### config.mk
export PLATFORM = sky130hd
export DESIGN_NAME = riscv_core_me_stage
export DESIGN_NICKNAME = d
export VERILOG_FILES = /design/src/rtl/riscv_core_me_stage.sv
export SDC_FILE = /design/constraint.sdc
export NUM_CORES = 1
export LEC_CHECK = 0
export ABC_AREA = 1
export ABC_CLOCK_PERIOD_IN_PS = 4200
export CAP_MARGIN = 20
export CORE_UTILIZATION = 45
export DETAILED_ROUTE_END_ITERATION = 8
export GPL_ROUTABILITY_DRIVEN = 0
export PLACE_DENSITY = 0.79
export RECOVER_POWER = 100
export SLEW_MARGIN = 30
export SYNTH_ARGS = -nofsm -noshare
export SYNTH_HDL_FRONTEND = slang
export SYNTH_SLANG_ARGS = --single-unit
### constraint.sdc
create_clock -name CLK -period 4.2 [get_ports CLK]
set_input_delay 0.42 -clock CLK [delete_from_list [all_inputs] [get_ports CLK]]
set_output_delay 0.42 -clock CLK [all_outputs]
set_load 0.02 [all_outputs]
### src/rtl/riscv_core_me_stage.sv
// Memory stage: holds the ME pipeline registers, runs the data-memory request/response
// handshake, resolves branches and presents the writeback payload.
module riscv_core_me_stage (
  input  logic        CLK,
  input  logic        RST,
  input  logic [31:0] r_me_pc_D,
  input  logic [31:0] r_me_alu_D,
  input  logic [31:0] r_me_bradd_D,
  input  logic [31:0] r_me_wtdat_D,
  input  logic [4:0]  r_me_rd_D,
  input  logic [3:0]  r_me_memop_D,
  input  logic [2:0]  r_me_branchop_D,
  input  logic [1:0]  r_me_rfwt_sel_D,
  input  logic        r_me_regwrite_D,
  input  logic        r_me_zero_D,
  input  logic        r_me_pc_WE,
  input  logic        r_me_alu_WE,
  input  logic        r_me_bradd_WE,
  input  logic        r_me_wtdat_WE,
  input  logic        r_me_rd_WE,
  input  logic        r_me_memop_WE,
  input  logic        r_me_branchop_WE,
  input  logic        r_me_rfwt_sel_WE,
  input  logic        r_me_regwrite_WE,
  input  logic        r_me_zero_WE,
  output logic        me_stall_o,
  output logic        dm_req_valid_o,
  output logic        dm_req_we_o,
  output logic [31:0] dm_req_addr_o,
  output logic [3:0]  dm_req_be_o,
  output logic [31:0] dm_req_wdata_o,
  input  logic        dm_req_ready_i,
  input  logic        dm_rsp_valid_i,
  input  logic [31:0] dm_rsp_rdata_i,
  output logic        br_taken_o,
  output logic [31:0] br_target_o,
  output logic        misaligned_o,
  output logic [4:0]  r_wb_rd_D,
  output logic [31:0] r_wb_data_D,
  output logic        r_wb_regwrite_D,
  output logic        r_wb_WE
);

  localparam logic [3:0] MOP_LB  = 4'd1;
  localparam logic [3:0] MOP_LH  = 4'd2;
  localparam logic [3:0] MOP_LW  = 4'd3;
  localparam logic [3:0] MOP_LBU = 4'd4;
  localparam logic [3:0] MOP_LHU = 4'd5;
  localparam logic [3:0] MOP_SB  = 4'd8;
  localparam logic [3:0] MOP_SH  = 4'd9;
  localparam logic [3:0] MOP_SW  = 4'd10;

  typedef enum logic {S_IDLE = 1'b0, S_WAIT = 1'b1} state_t;

  state_t      state_q;
  logic [31:0] pc_q, alu_q, bradd_q, wtdat_q;
  logic [4:0]  rd_q;
  logic [3:0]  memop_q;
  logic [2:0]  branchop_q;
  logic [1:0]  rfwt_sel_q;
  logic        regwrite_q, zero_q, valid_q;

  function automatic logic [31:0] load_extract(input logic [3:0] op, input logic [1:0] lane,
                                               input logic [31:0] rdata);
    logic signed [7:0]  b;
    logic signed [15:0] h;
    logic [31:0]        res;
    b = rdata[{lane, 3'b000} +: 8];
    h = lane[1] ? rdata[31:16] : rdata[15:0];
    case (op)
      MOP_LB:  res = 32'(b);
      MOP_LH:  res = 32'(h);
      MOP_LBU: res = {24'b0, b};
      MOP_LHU: res = {16'b0, h};
      default: res = rdata;
    endcase
    return res;
  endfunction

  function automatic logic [3:0] store_be(input logic [3:0] op, input logic [1:0] lane);
    logic [3:0] res;
    case (op)
      MOP_SB:  res = 4'b0001 << lane;
      MOP_SH:  res = lane[1] ? 4'b1100 : 4'b0011;
      default: res = 4'b1111;
    endcase
    return res;
  endfunction

  function automatic logic [31:0] store_wdata(input logic [3:0] op, input logic [31:0] wt);
    logic [31:0] res;
    case (op)
      MOP_SB:  res = {4{wt[7:0]}};
      MOP_SH:  res = {2{wt[15:0]}};
      default: res = wt;
    endcase
    return res;
  endfunction

  function automatic logic branch_cond(input logic [2:0] bop, input logic zero, input logic alu0);
    logic res;
    case (bop)
      3'd1:    res = zero;
      3'd2:    res = ~zero;
      3'd3:    res = alu0;
      3'd4:    res = ~alu0;
      3'd5:    res = 1'b1;
      default: res = 1'b0;
    endcase
    return res;
  endfunction

  logic        is_load, is_store, is_mem, misal, aligned_mem;
  logic        retire, stall, req_valid, live, wb_fire, taken;
  logic [1:0]  lane;
  logic [31:0] wb_data;
  logic        unused_we_ok;

  // Only the pc enable carries meaning; EX drives all enables identically.
  assign unused_we_ok = &{r_me_alu_WE, r_me_bradd_WE, r_me_wtdat_WE, r_me_rd_WE, r_me_memop_WE,
                          r_me_branchop_WE, r_me_rfwt_sel_WE, r_me_regwrite_WE, r_me_zero_WE};

  assign lane     = alu_q[1:0];
  assign is_load  = (memop_q == MOP_LB) || (memop_q == MOP_LH) || (memop_q == MOP_LW) ||
                    (memop_q == MOP_LBU) || (memop_q == MOP_LHU);
  assign is_store = (memop_q == MOP_SB) || (memop_q == MOP_SH) || (memop_q == MOP_SW);
  assign is_mem   = is_load | is_store;
  assign misal    = (((memop_q == MOP_LH) || (memop_q == MOP_LHU) || (memop_q == MOP_SH)) && alu_q[0]) ||
                    (((memop_q == MOP_LW) || (memop_q == MOP_SW)) && (alu_q[1:0] != 2'b00));
  assign aligned_mem = is_mem & ~misal;

  always_comb begin
    retire = 1'b0;
    if (valid_q) begin
      if (!aligned_mem)            retire = 1'b1;
      else if (state_q == S_IDLE)  retire = is_store & dm_req_ready_i;
      else                         retire = dm_rsp_valid_i;
    end
  end

  assign stall     = valid_q & aligned_mem & ~retire;
  assign req_valid = valid_q & aligned_mem & (state_q == S_IDLE);

  always_comb begin
    case (rfwt_sel_q)
      2'd1:    wb_data = load_extract(memop_q, lane, dm_rsp_rdata_i);
      2'd2:    wb_data = pc_q + 32'd4;
      default: wb_data = alu_q;
    endcase
  end

  // Outputs are forced to zero while reset is asserted.
  assign live    = ~RST;
  assign wb_fire = live & retire;
  assign taken   = wb_fire & branch_cond(branchop_q, zero_q, alu_q[0]);

  assign me_stall_o      = live & stall;
  assign dm_req_valid_o  = live & req_valid;
  assign dm_req_we_o     = live & req_valid & is_store;
  assign dm_req_addr_o   = (live & req_valid) ? alu_q : 32'd0;
  assign dm_req_be_o     = (live & req_valid) ? (is_store ? store_be(memop_q, lane) : 4'b1111) : 4'b0000;
  assign dm_req_wdata_o  = (live & req_valid & is_store) ? store_wdata(memop_q, wtdat_q) : 32'd0;
  assign br_taken_o      = taken;
  assign br_target_o     = taken ? bradd_q : 32'd0;
  assign misaligned_o    = live & valid_q & is_mem & misal;
  assign r_wb_WE         = wb_fire;
  assign r_wb_rd_D       = live ? rd_q : 5'd0;
  assign r_wb_regwrite_D = live & regwrite_q & ~(is_mem & misal);
  assign r_wb_data_D     = live ? wb_data : 32'd0;

  always_ff @(posedge CLK) begin
    if (RST) begin
      state_q    <= S_IDLE;
      valid_q    <= 1'b0;
      pc_q       <= '0;
      alu_q      <= '0;
      bradd_q    <= '0;
      wtdat_q    <= '0;
      rd_q       <= '0;
      memop_q    <= '0;
      branchop_q <= '0;
      rfwt_sel_q <= '0;
      regwrite_q <= 1'b0;
      zero_q     <= 1'b0;
    end else begin
      if (!stall) begin
        valid_q    <= r_me_pc_WE;
        pc_q       <= r_me_pc_D;
        alu_q      <= r_me_alu_D;
        bradd_q    <= r_me_bradd_D;
        wtdat_q    <= r_me_wtdat_D;
        rd_q       <= r_me_rd_D;
        memop_q    <= r_me_memop_D;
        branchop_q <= r_me_branchop_D;
        rfwt_sel_q <= r_me_rfwt_sel_D;
        regwrite_q <= r_me_regwrite_D;
        zero_q     <= r_me_zero_D;
      end
      case (state_q)
        S_IDLE:  if (req_valid && is_load && dm_req_ready_i) state_q <= S_WAIT;
        S_WAIT:  if (dm_rsp_valid_i) state_q <= S_IDLE;
        default: state_q <= S_IDLE;
      endcase
    end
  end

endmodule

==> results of run 1 <==
[metrics by stage]
step / total power, mW / cells
after floorplan: 2.60 / 1706
final: 4.67 / 2238
after CTS: 4.67 / 2237
after detailed placement: 3.12 / 2205
after global placement: 3.11 / 2205
after global routing: 4.89 / 2238
[power breakdown]
| group | switching [mW] | internal (mW) |
|---|---|---|
| combinational | 0.962 | 0.541 |
| clock | 0.713 | 0.846 |
| sequential | 0.0837 | 1.52 |
[kinds of logic (layout without fill, tap and decap cells)]
kind of cell | after synthesis | in the layout | synth area share
compound gates | 160 | 160 | 0.0901
fa+ha+maj | 3 | 3 | 0.00378
buf+inv | 335 | 591 | 0.143
flops | 146 | 146 | 0.295
other cells | 0 | 1 | 0
simple gates | 1062 | 1062 | 0.469
[cells in the final DEF, fill, tap and decap left out, drive strengths merged]
cell type and instances:
a21oi 64, a22oi 6, a31oi 3, buf 18
bufinv 1, clkbuf 21, clkdlybuf4s50 202, clkinv 6
dfxtp 146, diode 1, dlygate4sd3 121, ha 3
inv 222, nand2 350, nand3 89, nand4 149
nor2 469, nor3 2, o2111ai 1, o211ai 11
o21ai 66, o221ai 8, o22ai 1, or2 3
[worst min path at each step]
stage | startpoint | end | slack, ns | cells past startpoint
after floorplan | bradd_q[12] | bradd_q[12] | 0.53 | 4
after global placement | bradd_q[21] | bradd_q[21] | 0.55 | 4
after detailed placement | wtdat_q[25] | wtdat_q[25] | 0.55 | 4
after CTS | r_me_wtdat_D[7] | wtdat_q[7] | 0.56 | 3
after global routing | r_me_wtdat_D[26] | wtdat_q[26] | 0.56 | 3
final | r_me_wtdat_D[26] | wtdat_q[26] | 0.56 | 3
[layer usage]
metal  part of all wire  vias to the layer above  track usage  routed length [microns]
met5                  0                        -            0                        0
met1               0.38                     5440        0.403                    14200
li1                   -                     5910            -                        -
met4              0.042                        0        0.162                     1590
met3               0.11                      108       0.0836                     4150
met2               0.47                      694        0.539                    17800
[flip-flops by register name, indices dropped and copies added (netlist names), 2 cells and up]
signal      count
branchop_q      3
rfwt_sel_q      2
pc_q           32
bradd_q        32
wtdat_q        32
rd_q            5
memop_q         4
alu_q          32
[critical path: cells and delay by family, from the launching register on]
kind	cells	cell delay (ns)
DFF	1	0.33
AOI/OAI and AO/OA	2	0.52
buffers and inverters	4	1.94
adders and majority gates	1	0.30
[area by class of cell]
class | instances | area (sq um)
Multi-Input combinational cell | 1225 | 5600
Fill cell | 1963 | 7620
Timing Repair Buffer | 345 | 3400
Inverter | 214 | 803
Antenna cell | 1 | 2.50
Clock buffer | 17 | 425
Tap cell | 275 | 344
Clock inverter | 15 | 164
Sequential cell | 146 | 2930
==> results.json, run 1 <==
{
  "status": "finished with violations",
  "violations": "max-capacitance violations, max-slew violations",
  "r2r_start": "memop_q[0]",
  "synth_edf_count": 0,
  "post-dp-hpwl_mm": 26.2,
  "yosys.area.top_type_share": 0.295,
  "dieArea_sq_mm": 0.0226,
  "yosys-top-cells-count": "nor2_1, nand2_1, inv_1, nand4_1, dfxtp_1",
  "numPortBuffers": 324,
  "root_buffer": "clkbuf_16",
  "postCtsHoldBufs": 0,
  "timing.hold.ws_ns": 0.561,
  "wl_per_cell_microns": 16.9,
  "setup_viol": 0,
  "cts_buffers": 17,
  "critPathMaxFanout": 23,
  "min_period_over_period": 0.938,
  "yosys_warnings": 0,
  "hold_class": "primary input to flip-flop",
  "synth.most_common_cell": "nor2_1",
  "drive_gt1_frac": 0.0494,
  "routed_wl_mm": 37.7,
  "num_vias": 12200,
  "rsz0062_at_grt": "false",
  "power_leakage_nw": 6.20,
  "grt_max_degree": 92,
  "worst_slew_pin_slew_ns": 1.91,
  "hold_viol": 0,
  "cp-end-kind": "primary output",
  "grt_pass1_vias": 11100,
  "postSynthNetCount": 1899,
  "clock_path_buffers": 2,
  "synth_ff_type": "dfxtp_1",
  "worst-r2r-cell-count": 10,
  "setup_ws_ns": 0.261,
  "fin_crit_ns": 3.94,
  "critical_path.reg2reg.endpoint": "pc_q[30]",
  "postLayoutCoreUtil": 0.642,
  "async_flop_share": 0,
  "synth.largest_area_cell": "dfxtp_1",
  "yosys_register_bits": 146,
  "drt-initial-drc-count": 1210,
  "crit_path_frequent_cell": "inv_1",
  "synth-seq-area-share": 0.295,
  "grt-ovfl-total": 0,
  "cts_tree": "built",
  "crit_end": "r_wb_data_D[1]",
  "nets": 2142,
  "fin_skew_ns": 0.0124,
  "clkSinkCount": 146,
  "cts.htree.levels": 4,
  "cp_cell_sequence": "inv_1, ha_1, inv_1, clkbuf_1, o21ai_0, a21oi_1, clkdlybuf4s50_1",
  "antenna_found_initial": 1,
  "vias_per_cell": 5.43,
  "grt_pass1_wl_mm": 58.3,
  "cp_slowest_cell": "clkdlybuf4s50_1",
  "post_synth_num_cell_types": 31,
  "post-cts-setup-buffers": 0,
  "area_delta_synth_final_pct": 37.7,
  "drc": 0,
  "fmax_mhz": 254,
  "synth.cell_area_sq_mm": 0.00992,
  "clk_latency_ns": 0.43,
  "rows": 53,
  "die_h_microns": 150,
  "grt_usage": 0.330,
  "start_util": 0.466,
  "drv_slew": 209,
  "crit_required_ns": 3.78,
  "cp_slowest_stage_delay_ns": 0.67,
  "critPathLaunch": "rfwt_sel_q[0]",
  "ios": 334,
  "setup_tns_ns": 0,
  "drt-pass1-iter-count": 5,
  "drt.antenna.violating_nets": 0,
  "powerDensity_mw_per_mm2": 342,
  "r2r_slack_ns": 0.54,
  "cap_violations": 3,
  "die_w_microns": 150,
  "cts_resized": 0,
  "path_class": "flip-flop to primary output",
  "pre_cts_ws_ns": 0.765,
  "synth.area.top_cells": "dfxtp_1, nor2_1, nand2_1, nand4_1, inv_1",
  "cts.reportedPaths.clkPinSlew_ns": 0.08,
  "crit_arrival_ns": 3.52,
  "postPlaceCellArea_sq_mm": 0.0131,
  "startpoint_type": "flip-flop",
  "relSlewSlack": -0.275,
  "synth.avg_cell_area_sq_um": 5.82,
  "synth_cells": 1706,
  "peakVddDrop_mv": 0.299,
  "fin_area_sq_mm": 0.0137,
  "coreArea_sq_mm": 0.0213
}
(Power assumes the default switching activity.)
==> inputs of run 2 (changes only) <==
--- a/config.mk
+++ b/config.mk
@@ -9,9 +9,10 @@
 export ABC_CLOCK_PERIOD_IN_PS = 4200
 export CAP_MARGIN = 20
 export CORE_UTILIZATION = 45
+export CTS_CLUSTER_DIAMETER = 200
 export DETAILED_ROUTE_END_ITERATION = 8
 export GPL_ROUTABILITY_DRIVEN = 0
-export PLACE_DENSITY = 0.79
+export PLACE_DENSITY_LB_ADDON = 0.25
 export RECOVER_POWER = 100
 export SLEW_MARGIN = 30
 export SYNTH_ARGS = -nofsm -noshare
==> run 2 against run 1 <==
Against the previous run: the flow still finishes with violations (max-capacitance violations, max-slew violations); critical path depth rose by 4; wire length up 0.29%; first-iteration DRC count is 3.3% higher; power shrank 1.7%; final area is 0.22% lower; count of clock-buffer cells in the layout is 2 higher; sequential cell count is the same; worst setup slack better by 0.023 ns; sequential share of layout area hardly changed; hold slack got worse by 0.0095 ns; via count is 0.68% lower; clock skew decreased by 0.0010 ns; largest power group unchanged.
==> results.json, run 2 (same netlist as run 1, synthesis figures left out) <==
{
  "num_vias": 12100,
  "worst-r2r-cell-count": 9,
  "postCtsHoldBufs": 0,
  "r2r_slack_ns": 0.49,
  "ios": 334,
  "cp_num_buf_inv": 4,
  "wl_per_cell_microns": 16.9,
  "post-dp-hpwl_mm": 26.0,
  "critical_path.reg2reg.endpoint": "alu_q[18]",
  "fin_crit_ns": 3.92,
  "grt-ovfl-total": 0,
  "die_w_microns": 150,
  "cts_resized": 0,
  "power_leakage_nw": 6.22,
  "clock_path_buffers": 2,
  "path_class": "flip-flop to primary output",
  "cts_buffers": 17,
  "die_h_microns": 150,
  "final_cell_mix": "nor2_1, nand2_1, inv_1",
  "clk_latency_ns": 0.44,
  "antenna_found_initial": 3,
  "drv_slew": 206,
  "postLayoutCoreUtil": 0.640,
  "r2r_start": "memop_q[1]",
  "use_met1": 0.387,
  "rows": 53,
  "drive_gt1_frac": 0.0484,
  "rsz0062_at_grt": "false",
  "worst_slew_pin_slew_ns": 1.88,
  "cap_violations": 3,
  "cp_cell_sequence": "nor2_4, inv_1, nand2_1, nand2_1, nor2_1, nand3_1, inv_2, nand2_1, buf_4, nor2_1, dlygate4sd3_1",
  "fmax_mhz": 255,
  "setup_tns_ns": 0,
  "clkSinkCount": 146,
  "grt_pass1_vias": 11300,
  "final_cell_count_no_fill": 2238,
  "post-cts-setup-buffers": 0,
  "status": "finished with violations",
  "grt_usage": 0.332,
  "crit_required_ns": 3.78,
  "drc": 0,
  "drt-initial-drc-count": 1250,
  "finalPower_mw": 4.59,
  "min_period_over_period": 0.932,
  "area_delta_synth_final_pct": 37.4,
  "cp_slowest_cell": "dlygate4sd3_1",
  "busiest_layer": "met2",
  "vias_per_cell": 5.39,
  "critPathMaxFanout": 33,
  "coreArea_sq_mm": 0.0213,
  "cp_slowest_stage_delay_ns": 0.69,
  "routed_wl_mm": 37.8,
  "grt_pass1_wl_mm": 58.5,
  "multi_input_area_sq_mm": 0.00558,
  "nets": 2141,
  "timing.hold.ws_ns": 0.552,
  "relSlewSlack": -0.252,
  "numPlacedInstances": 2204,
  "final_common_cell": "nor2_1",
  "powerDensity_mw_per_mm2": 337,
  "hold_viol": 0,
  "startpoint_type": "flip-flop",
  "fin_skew_ns": 0.0114,
  "drt-pass1-iter-count": 8,
  "numPortBuffers": 324,
  "crit_end": "dm_req_wdata_o[5]",
  "crit_path_frequent_cell": "nand2_1",
  "dieArea_sq_mm": 0.0226,
  "drt.antenna.violating_nets": 0,
  "critPathLaunch": "alu_q[0]",
  "cp-end-kind": "primary output",
  "violations": "max-capacitance violations, max-slew violations",
  "nFillCells": 1992,
  "met2_usage": 0.564,
  "start_util": 0.466,
  "grt_max_degree": 101,
  "hold_class": "primary input to flip-flop",
  "cts.reportedPaths.clkPinSlew_ns": 0.07,
  "use_met3": 0.0806,
  "crit_arrival_ns": 3.50,
  "cts_tree": "built",
  "regArea_sq_mm": 0.00292,
  "root_buffer": "clkbuf_16",
  "setup_viol": 0,
  "worst_path_dominant_cell_family": "simple AND/OR/NAND/NOR gates",
  "cts.htree.levels": 4,
  "peakVddDrop_mv": 0.229,
  "cp.depth": 11
}
==> run 2: cell type report <==
cell class                      count  area share
Inverter                          214      0.0589
Sequential cell                   146       0.215
Antenna cell                        2    0.000367
Clock inverter                     13     0.00844
Clock buffer                       19      0.0325
Multi-Input combinational cell   1225       0.409
Tap cell                          275      0.0252
Timing Repair Buffer              344       0.251
==> run 2: per-layer routing <==
metal	wire [microns]	part of all wire
met5	14	0.00037
met4	1800	0.047
met3	3510	0.093
met2	18100	0.48
met1	14500	0.38
==> run 2: per-stage QoR <==
| stage | setup slack [ns] | instance area [sq um] |
|---|---|---|
| floorplan | 1.91 | 9920 |
| global placement | 0.816 | 13100 |
| detailed placement | 0.797 | 13100 |
| CTS | 0.441 | 13700 |
| global route | 0.108 | 13600 |
| finish | 0.284 | 13600 |
==> run 2: how the worst min path moves through the flow <==
stage                       end  cells past startpoint  slack [ns]        startpoint
floorplan           bradd_q[12]                      4        0.53       bradd_q[12]
global placement    wtdat_q[17]                      4        0.55       wtdat_q[17]
detailed placement  bradd_q[19]                      4        0.55       bradd_q[19]
CTS                 wtdat_q[12]                      3        0.54  r_me_wtdat_D[12]
global route         wtdat_q[9]                      3        0.56   r_me_wtdat_D[9]
finish              wtdat_q[11]                      3        0.55  r_me_wtdat_D[11]
==> run 2: worst reg2reg max path, delay by kind of cell (launching register included) <==
kind	cells	cell delay (ns)
and+or+nand+nor	8	1.74
DFF	1	0.49
buffers and inverters	1	1.42
==> run 2: report_power, final <==
part / internal, mW / total [mW] / switching (mW)
Combinational: 0.545 / 1.48 / 0.938
Clock: 0.791 / 1.49 / 0.699
Sequential: 1.52 / 1.62 / 0.0949
Total: 2.86 / 4.59 / 1.73
